--- src/rtl/qam16_pkg.sv ---
// Shared constants and types for the 16-QAM receive demapper.
package qam16_pkg;

    localparam logic [1:0] GRAY_M3 = 2'b00;
    localparam logic [1:0] GRAY_M1 = 2'b01;
    localparam logic [1:0] GRAY_P1 = 2'b11;
    localparam logic [1:0] GRAY_P3 = 2'b10;

    localparam int LEVEL_A_DEFAULT = 4096;

    typedef logic [3:0] sym_t;

endpackage

--- src/rtl/qam16_axis_slicer.sv ---
// Four-level decision on one signed axis, returned as a 2-bit Gray code.
module qam16_axis_slicer
    import qam16_pkg::*;
#(
    parameter int DW      = 16,
    parameter int LEVEL_A = LEVEL_A_DEFAULT
) (
    input  logic signed [DW-1:0] i_x,
    output logic        [1:0]    o_gray
);

    // Two guard bits keep +/-2A representable even when 2A sits at the edge of DW.
    localparam logic signed [DW+1:0] TH_POS = (DW+2)'(2 * LEVEL_A);
    localparam logic signed [DW+1:0] TH_NEG = -TH_POS;

    logic signed [DW+1:0] w_x;

    assign w_x = {{2{i_x[DW-1]}}, i_x};

    always_comb begin
        o_gray = GRAY_M3;
        if (w_x >= TH_POS) begin
            o_gray = GRAY_P3;
        end else if (!w_x[DW+1]) begin
            o_gray = GRAY_P1;
        end else if (w_x >= TH_NEG) begin
            o_gray = GRAY_M1;
        end
    end

endmodule

--- src/rtl/qam16_demapper.sv ---
// 16-QAM demapper: decimate I/Q samples, slice both axes, pack symbol pairs
// into bytes and present them through a one-entry valid/ready buffer.
module qam16_demapper
    import qam16_pkg::*;
#(
    parameter int DW      = 16,
    parameter int SPS     = 4,
    parameter int LEVEL_A = LEVEL_A_DEFAULT,
    localparam int PW     = $clog2(SPS)
) (
    input  logic                 clk,
    input  logic                 reset,
    input  logic signed [DW-1:0] din_i,
    input  logic signed [DW-1:0] din_q,
    input  logic                 din_valid,
    input  logic [PW-1:0]        phase,
    output logic [3:0]           sym_out,
    output logic                 sym_valid,
    output logic [7:0]           byte_out,
    output logic                 byte_valid,
    input  logic                 byte_ready,
    output logic                 overflow
);

    logic [PW-1:0] r_cnt;
    sym_t          r_sym;
    logic          r_sym_valid;
    logic          r_nibble_sel;
    sym_t          r_held;
    logic          r_load;
    logic [7:0]    r_pack;
    logic [7:0]    r_byte;
    logic          r_byte_valid;
    logic          r_overflow;

    logic [1:0]    w_gray_i;
    logic [1:0]    w_gray_q;
    logic          w_pick;

    qam16_axis_slicer #(.DW(DW), .LEVEL_A(LEVEL_A)) u_slice_i (
        .i_x    (din_i),
        .o_gray (w_gray_i)
    );

    qam16_axis_slicer #(.DW(DW), .LEVEL_A(LEVEL_A)) u_slice_q (
        .i_x    (din_q),
        .o_gray (w_gray_q)
    );

    // A phase value of SPS or above can never equal the counter, so nothing is picked.
    assign w_pick = din_valid && (r_cnt == phase);

    always_ff @(posedge clk) begin
        if (reset) begin
            r_cnt        <= '0;
            r_sym        <= '0;
            r_sym_valid  <= 1'b0;
            r_nibble_sel <= 1'b0;
            r_held       <= '0;
            r_load       <= 1'b0;
            r_pack       <= '0;
            r_byte       <= '0;
            r_byte_valid <= 1'b0;
            r_overflow   <= 1'b0;
        end else begin
            if (din_valid) begin
                r_cnt <= (r_cnt == PW'(SPS - 1)) ? '0 : r_cnt + 1'b1;
            end

            r_sym_valid <= w_pick;
            if (w_pick) begin
                r_sym <= {w_gray_i, w_gray_q};
            end

            r_load <= 1'b0;
            if (r_sym_valid) begin
                if (!r_nibble_sel) begin
                    r_held       <= r_sym;
                    r_nibble_sel <= 1'b1;
                end else begin
                    r_pack       <= {r_held, r_sym};
                    r_load       <= 1'b1;
                    r_nibble_sel <= 1'b0;
                end
            end

            // A new byte may displace the held one only when it is being accepted.
            if (r_load) begin
                if (!r_byte_valid || byte_ready) begin
                    r_byte       <= r_pack;
                    r_byte_valid <= 1'b1;
                end else begin
                    r_overflow   <= 1'b1;
                end
            end else if (r_byte_valid && byte_ready) begin
                r_byte_valid <= 1'b0;
            end
        end
    end

    assign sym_out    = r_sym;
    assign sym_valid  = r_sym_valid;
    assign byte_out   = r_byte;
    assign byte_valid = r_byte_valid;
    assign overflow   = r_overflow;

endmodule

--- config.mk ---
export PLATFORM = sky130hd
export DESIGN_NAME = qam16_demapper
export DESIGN_NICKNAME = d
export VERILOG_FILES = /design/src/rtl/qam16_pkg.sv /design/src/rtl/qam16_axis_slicer.sv /design/src/rtl/qam16_demapper.sv
export SDC_FILE = /design/constraint.sdc
export NUM_CORES = 1
export LEC_CHECK = 0
export CAP_MARGIN = 40
export CORE_MARGIN = 5
export CORE_UTILIZATION = 40
export CTS_BUF_LIST = sky130_fd_sc_hd__clkbuf_8
export DETAILED_ROUTE_END_ITERATION = 8
export PLACE_DENSITY = 0.85
export SLEW_MARGIN = 20
export SYNTH_ARGS = -nofsm -noshare
export SYNTH_HDL_FRONTEND = slang
export SYNTH_SLANG_ARGS = --single-unit
--- constraint.sdc ---
create_clock -name clk -period 1.4 [get_ports clk]
set_input_delay 0.21 -clock clk [delete_from_list [all_inputs] [get_ports clk]]
set_output_delay 0.21 -clock clk [all_outputs]
set_load 0.03 [all_outputs]
# Word-level counts from Yosys, hierarchy flattened
# Cells that the tools add are included.
# Widths: inputs -> output; s select.
classes:
  order_cmp: 4
  addsub: 1
  n_eq_ne: 3
  bitwise_logic: 3
  reduce_logical: 11
  mux: 12
ops:
  columns: ["op", "n"]
  rows:
  - ["$ge 16x14->1 const B", 2]
  - ["$ge 16x15->1 const B", 2]
  - ["$mux 2", 5]
  - ["$reduce_and 2->1", 5]
  - ["$mux 1", 7]
  - ["$not 1->1", 3]
  - ["$add 2x1->2 const B", 1]
  - ["$eq 2x2->1", 1]
  - ["$eq 2x2->1 const B", 1]
  - ["$logic_and 1x1->1", 2]
  - ["$ne 2x1->1 const B", 1]
  - ["$reduce_bool 2->1", 1]
  - ["$reduce_or 2->1", 1]
  - ["$logic_not 1->1", 1]
  - ["$logic_or 1x1->1", 1]
word_totals:
  register_bits: 31
  word_cells: 44
  out_inout_bits: 15
  in_bits: 38

# Logic depth before layout (Yosys ltp)
# Gate-level depths: netlist of the first run.
logic_depth:
  depth_word: 4
  ltp_mapped: 4
  depth_no_buf: 4

# Modules after synthesis
# From an unflattened synthesis of the first run, not the netlist that was laid out.
unflattened:
  cells_unflattened: 137
  hier_area_um2: 1213.7
modules_own_cells:
  columns: ["module", "cells_each", "n_inst", "area_per_inst_um2", "seq_area_each_um2"]
  rows:
  - ["qam16_demapper", 129, 1, 1176.1, 620.6]
  - ["qam16_axis_slicer", 4, 2, 18.8, 0.0]

# Worst setup path before layout of the first run
# No wires, ideal clock.
synth_timing:
  path_type: "reg2reg"
  startpoint: "register r_sym_valid, in the netlist sym_valid"
  endpoint: "register r_pack[5]"
  setup_time_ns: 0.138
  setup_slack_ns: 0.207
  t_required_ns: 1.262
  path_stages_with_launch: 5
  arrival_time_ns: 1.055
  cell_sequence: "dfxtp_1 buf_2 nand2_1 nand2_1 a21oi_1"
synth_between:
  elab_chain_cells: 1
synth_rtl:
  columns: ["item", "line", "text"]
  rows:
  - ["start, declared", "qam16_demapper.sv:27", "logic r_sym_valid;"]
  - ["start signal, assigned", "qam16_demapper.sv:70", "r_sym_valid <= w_pick;"]
  - ["$reduce_and 2->1 (no source line)", null, null]
  - ["end signal, assigned", "qam16_demapper.sv:81", "r_pack <= {r_held, r_sym};"]
  - ["end, declared", "qam16_demapper.sv:31", "logic [7:0] r_pack;"]
# Every way passes these cells.
# A chain may end at the register's enable or synchronous reset.

# Worst setup path after layout of the first run
layout_timing:
  startpoint: "register r_sym[2], in the netlist sym_out[2]"
  endpoint: "output sym_out[2]"
layout_lines:
  columns: ["item", "line", "text"]
  rows:
  - ["start, declared", "qam16_demapper.sv:26", "sym_t r_sym;"]
  - ["start signal, assigned", "qam16_demapper.sv:72", "r_sym <= {w_gray_i, w_gray_q};"]
  - ["end, declared", "qam16_demapper.sv:17", "output logic [3:0] sym_out,"]
# No word-level cell between the ends.

==> results.md, run 1 <==
- Cells along the critical path: dlygate4sd2_1
- I/O pin count: 53
- Hold path start: r_pack[4]
- Switch share: 0.227
- Post-Syn Instances: 131
- Largest net degree at the start of global routing: 32
- Total CTS buffers: 5
- Vias in the first global route: 1031
- Core box area: 2830 um^2
- Final Hold Vio Count: 0
- Total Die Area: 4200 um^2
- Power Internal: 1.38 mW
- Clock slew at reported path FFs: 0.06 ns
- Routability cong.: 0.744
- Leakage power: 0.621 nW
- Synthesized area: 1200 um^2
- P_sw: 406 uW
- RSZ-0062 raised after global routing: false
- Clock insertion delay at the later pin of the skew report: 0.27 ns
- Reg power frac: 0.516
- Clk pwr share: 0.372
- Min-Delay Path Class: reg2reg
- Number of fill cells: 259
- Post-route insts no fill: 190
- Placement Cell Area: 1500 um^2
- Routed vias/inst: 5.36
- Final Cell Area: 1570 um^2
- Detailed Route WL: 2400 um
- Ys Warns: 0
- Die H: 64.8 um
- Post-CTS setup buffers: 0
- Minimum clock period: 1.30 ns
- Violation count after the first detailed-routing iteration: 49
- Layout cells sized above 1: 0.126
- PwrDens: 1140 nW/um^2
- Routed len/inst: 12.6 um
- Final period utilization: 0.929
- Clock Sinks: 31
- Floorplan row count: 19
- Worst Path Arrival: 1.09 ns
- GRT Residual Overflow: 0
- Nets: 198
- CTS Buffer Depth: 2
- Worst VDD drop: 676 uV
- # DRC: 0
- Setup crit start: sym_out[2]
- Status: finished, final reports clean
- Detailed Routing Iterations Pass 1: 5
- Post-Syn Nets: 170
- Synth Register Bits: 31
- Global-route wire length before repair: 4200 um
- P&R area growth vs syn: 30.8%
- Worst stage delay on the critical path: 0.42 ns
- CTS root buf: clkbuf_8
- CTS tree: done
- Worst path required time: 1.19 ns
- Max Freq: 0.769 GHz
- Rel. slew slack: 0.715
- Placed cell count: 183
- Die X: 64.8 um
- Max-cap viol count: 0
- Worst slew pin tran: 0.426 ns
- Critical path class: reg2out
- Total GRT Usage: 0.129
- Worst r2r src: r_cnt[0]
- Power share of the combinational group: 0.112
- Crit-path slowest cell: dlygate4sd2_1
- Synth area leaders: dfxtp_1 (52%), a21oi_1 (7.5%), nand3_1 (6.7%)
- CP bufs+invs: 1
- Crit end category: primary output
- Slew Viols, Final: 0
- Final setup fails: 0
- Syn Area/Cell: 9.17 um^2
- Initial Util: 0.425
- Seq/Total Area, Yosys: 0.517
- Max Fanout on Critical Path: 4
- CP Launch Type: flop
- Yosys top cell area share: 0.517
- Clk_skew: 0.00143 ns
- Post-synthesis cell type count: 22
- DR vias: 1018
- Synth area leader: dfxtp_1
- Post-route ant nets: 0
- Total power draw: 1.79 mW
- H-tree depth: 2
- Initial antenna violation count: 0
- CP top delay family: buffers and inverters
- Input/output buffers: 26
- Post-DP HPWL: 1840 um
- Antenna diodes: 0
==> sequential cells by signal, indices dropped and copies added, names as in the netlist <==
signal,flops
sym_out,4
overflow,1
r_nibble_sel,1
r_held,4
sym_valid,1
r_load,1
byte_out,8
byte_valid,1
r_cnt,2
r_pack,8
==> stage by stage <==
stage / setup TNS (ns) / hold slack (ns) / utilization / setup WS, ns
final: 0 / 0.455 / 0.556 / 0.0988
after global routing: 0 / 0.474 / 0.556 / 0.0452
after CTS: 0 / 0.460 / 0.556 / 0.0867
after detailed placement: -0.00685 / 0.450 / 0.531 / -0.00685
after global placement: 0 / 0.447 / 0.531 / 0.0525
after floorplan: 0 / 0.282 / - / 0.207
==> area by class of cell <==
cell class	count	area (um^2)	area share
inverter	1	3.75	0.00239
multi-input combinational	90	538	0.342
clock inverter	1	5.00	0.00318
tap	31	38.8	0.0247
timing repair buffer	30	283	0.180
clock buffer	6	82.6	0.0525
sequential	31	621	0.395
==> what timing repair did <==
action                                  4_1_cts  5_1_grt
endpoints found under the setup margin       14        0
gates resized for setup                      14        0
hold buffers                                  0        0
==> metal layers <==
metal  vias up  share of wire  routed length, um  global-route usage
li1        507              -                  -                   -
met5         -              0                  0                   0
met2        41           0.49               1180               0.226
met1       465           0.41                990               0.130
met3         5          0.079                189              0.0604
met4         0          0.017                 40              0.0580
==> kinds of logic after synthesis <==
family,after synthesis,synth area share
mux,6,0.0500
xor+xnor,3,0.0344
compound gates,34,0.171
simple gates,46,0.182
flops,31,0.517
buf+inv,10,0.0354
fa+ha+maj,1,0.0104
==> Yosys cell counts, drive strengths merged <==
library cell  count
a211oi            4
a21oi            18
a31oi             4
and2b             1
and3              3
buf               6
clkbuf            3
dfxtp            31
ha                1
inv               1
mux2i             6
nand2             9
nand2b            1
nand3            16
nor2             12
nor2b             2
nor3              2
o21ai             8
xnor2             3
==> worst paths after layout <==
path | end | slack, ns | depth (start not counted)
setup / recovery | sym_out[2] | 0.1 | 1
hold / removal | r_pack[4] | 0.45 | 2
setup reg to reg | sym_out[3] | 0.27 | 3
hold reg to reg | r_pack[4] | 0.45 | 2
==> cells in the final DEF, fill, tap and decap left out <==
cell type	instances
xnor2_2	2
and3_1	2
and3_4	1
nand2b_1	1
and2b_1	1
a21oi_1	18
dlygate4sd2_1	14
buf_4	4
ha_1	1
dfxtp_1	31
buf_12	1
nor2b_1	2
o21ai_1	8
a31oi_1	4
clkdlybuf4s50_1	11
inv_2	1
nor3_1	2
nor2_1	12
nand2_1	9
xnor2_1	1
mux2i_1	6
clkbuf_8	6
a211oi_2	4
nand3_1	16
clkinv_2	1
==> power by group through the flow <==
| stage | combinational, mW | clock (mW) | sequential (mW) |
|---|---|---|---|
| 2_1_floorplan | 0.0979 | 0 | 0.960 |
| 3_3_place_gp | 0.198 | 0 | 0.940 |
| 3_5_place_dp | 0.206 | 0 | 0.942 |
| 4_1_cts | 0.200 | 0.693 | 0.923 |
| 5_1_grt | 0.214 | 0.745 | 0.925 |
| 6_report | 0.199 | 0.665 | 0.923 |
(Power assumes the default switching activity.)
==> inputs of run 2 (changes only) <==
Settings changed: TNS_END_PERCENT from default to 5.
==> results of run 2 <==
No change in the layout: final DEF, timing and power equal those of run 1.
==> RTL edit (settings of run 1) <==
Make the reset (`reset`) asynchronous in one clocked block.
--- a/src/rtl/qam16_demapper.sv
+++ b/src/rtl/qam16_demapper.sv
@@ -50,7 +50,7 @@
     // A phase value of SPS or above can never equal the counter, so nothing is picked.
     assign w_pick = din_valid && (r_cnt == phase);
 
-    always_ff @(posedge clk) begin
+    always_ff @(posedge clk or posedge reset) begin
         if (reset) begin
             r_cnt        <= '0;
             r_sym        <= '0;
Behaviour: differs if reset is asserted again (counterexample within 4 cycles, from zero or initial values and one cycle with reset high); with reset held inactive, the same outputs for 10 cycles.
==> RTL edit against run 1 <==
  * Non-clock buffer count down 2
  * Critical endpoint is now sym_valid
  * Sequential cell count unchanged
  * Synthesized cell count decreased by 34%
  * Cell area rose by 2.1%
  * Count of clock-buffer cells in the layout rose by 1
  * Register-to-register slack worse by 0.11 ns
  * First-iteration DRC count shrank 92%
  * Area after synthesis up 0.62%
  * Critical path depth stayed put
  * Worst setup slack worse by 0.013 ns
  * Routed wire length decreased by 13%
Power is not compared: it rests on default switching activity, and its combinational part moved more than twofold at a synthesized area within 25%.
==> RTL edit: results (changes against run 1) <==
- Outcome: complete, no violations
- Met3 Use GR: 0.0607 (+0.000210)
- Syn Nets: 125 (-26%)
- Adder-cell share of the synthesized area: 0.0104 (-0.0000647)
- Post-detail-place hpwl: 1.59 mm (-13%)
- Placed Instance Area: 1520 sq um (+1.3%)
- Asr flop ratio synth: 1.00 (+1.00)
- Synth top area cells: dfrtp_1, mux2_2, mux2i_1
- Die width: 65.0 um (+0.26%)
- Dpl ws: -0.0873 ns (-0.0805 ns)
- Multiplexer share of the synthesized area: 0.202 (+0.152)
- Hold Crit Class: input port to async pin
- Metal3 WL: 171 um (-9.5%)
- Worst-Margin Slew: 0.383 ns (-0.0430 ns)
- First-pass GRT wire length: 3.79 mm (-9.9%)
- Synth Area in Compound Gates: 0.0228 (-0.148)
- Fin nets: 159 (-20%)
- Vias in the first global route: 875 (-15%)
- Clk cell area share: 0.0647 (+0.00896)
- NonClk Buf Share: 0.160 (-0.0202)
- Post-Synthesis Cells: 86 (-34%)
- Iter 0 DRT Violations: 4 (-92%)
- Dpl cells: 146 (-20%)
- Final worst setup slack: 0.0855 ns (-0.0133 ns)
- Fraction of area in multi-input gates: 0.253 (-0.0898)
- Reg2reg setup slack: 0.16 ns (-0.11 ns)
- Synth top cells by count: dfrtp_1, mux2_2, nand2_1, inv_1, o21ai_0
- WHS: 0.315 ns (-0.140 ns)
- Clock buffers: 7 (+1)
- Met1 usage: 0.118 (-0.0123)
- Fin area: 1610 sq um (+2.1%)
- M1 WL: 808 um (-18%)
- Drt total wl: 2.08 mm (-13%)
- Met2 usage in global routing: 0.209 (-0.0166)
- Bufs w/o clock: 28 (-6.7%)
- Metal2 WL: 1.07 mm (-9.3%)
- Register area share after synthesis: 0.642 (+0.125)
- Setup Skew: 0.00813 ns (+0.00670 ns)
- DR pass1 iterations: 3 (-2)
- Inverters excl. clock: 6 (+5)
## RTL edit: cell types whose count changed in the layout (fill, tap and decap cells not counted), moves of 4 or more
cell / run 1 / this run
a211oi_2: 4 / 0
a21oi_1: 18 / 0
a31oi_1: 4 / 0
dfrtp_1: 0 / 31
dfxtp_1: 31 / 0
inv_1: 0 / 6
mux2_2: 0 / 17
nand3_1: 16 / 2
nor2_1: 12 / 0
o21ai_0: 0 / 4
o21ai_1: 8 / 0
## RTL edit: path summary, 6_finish.rpt
kind | end | from | cells past startpoint
worst min register to register | r_held[1] | r_held[1] | 2
max in group asynchronous | byte_out[1] | reset | 3
min in group clk | r_held[1] | r_held[1] | 2
worst min-delay path | byte_out[4] | reset | 3
worst max register to register | r_pack[6] | sym_valid | 2
worst max-delay path | sym_valid | sym_valid | 1
## RTL edit: what timing repair did
item | 4_1_cts | 5_1_grt
setup endpoints to repair | 15 | 0
hold endpoints to repair | 0 | 0
gates resized for setup | 15 | 0
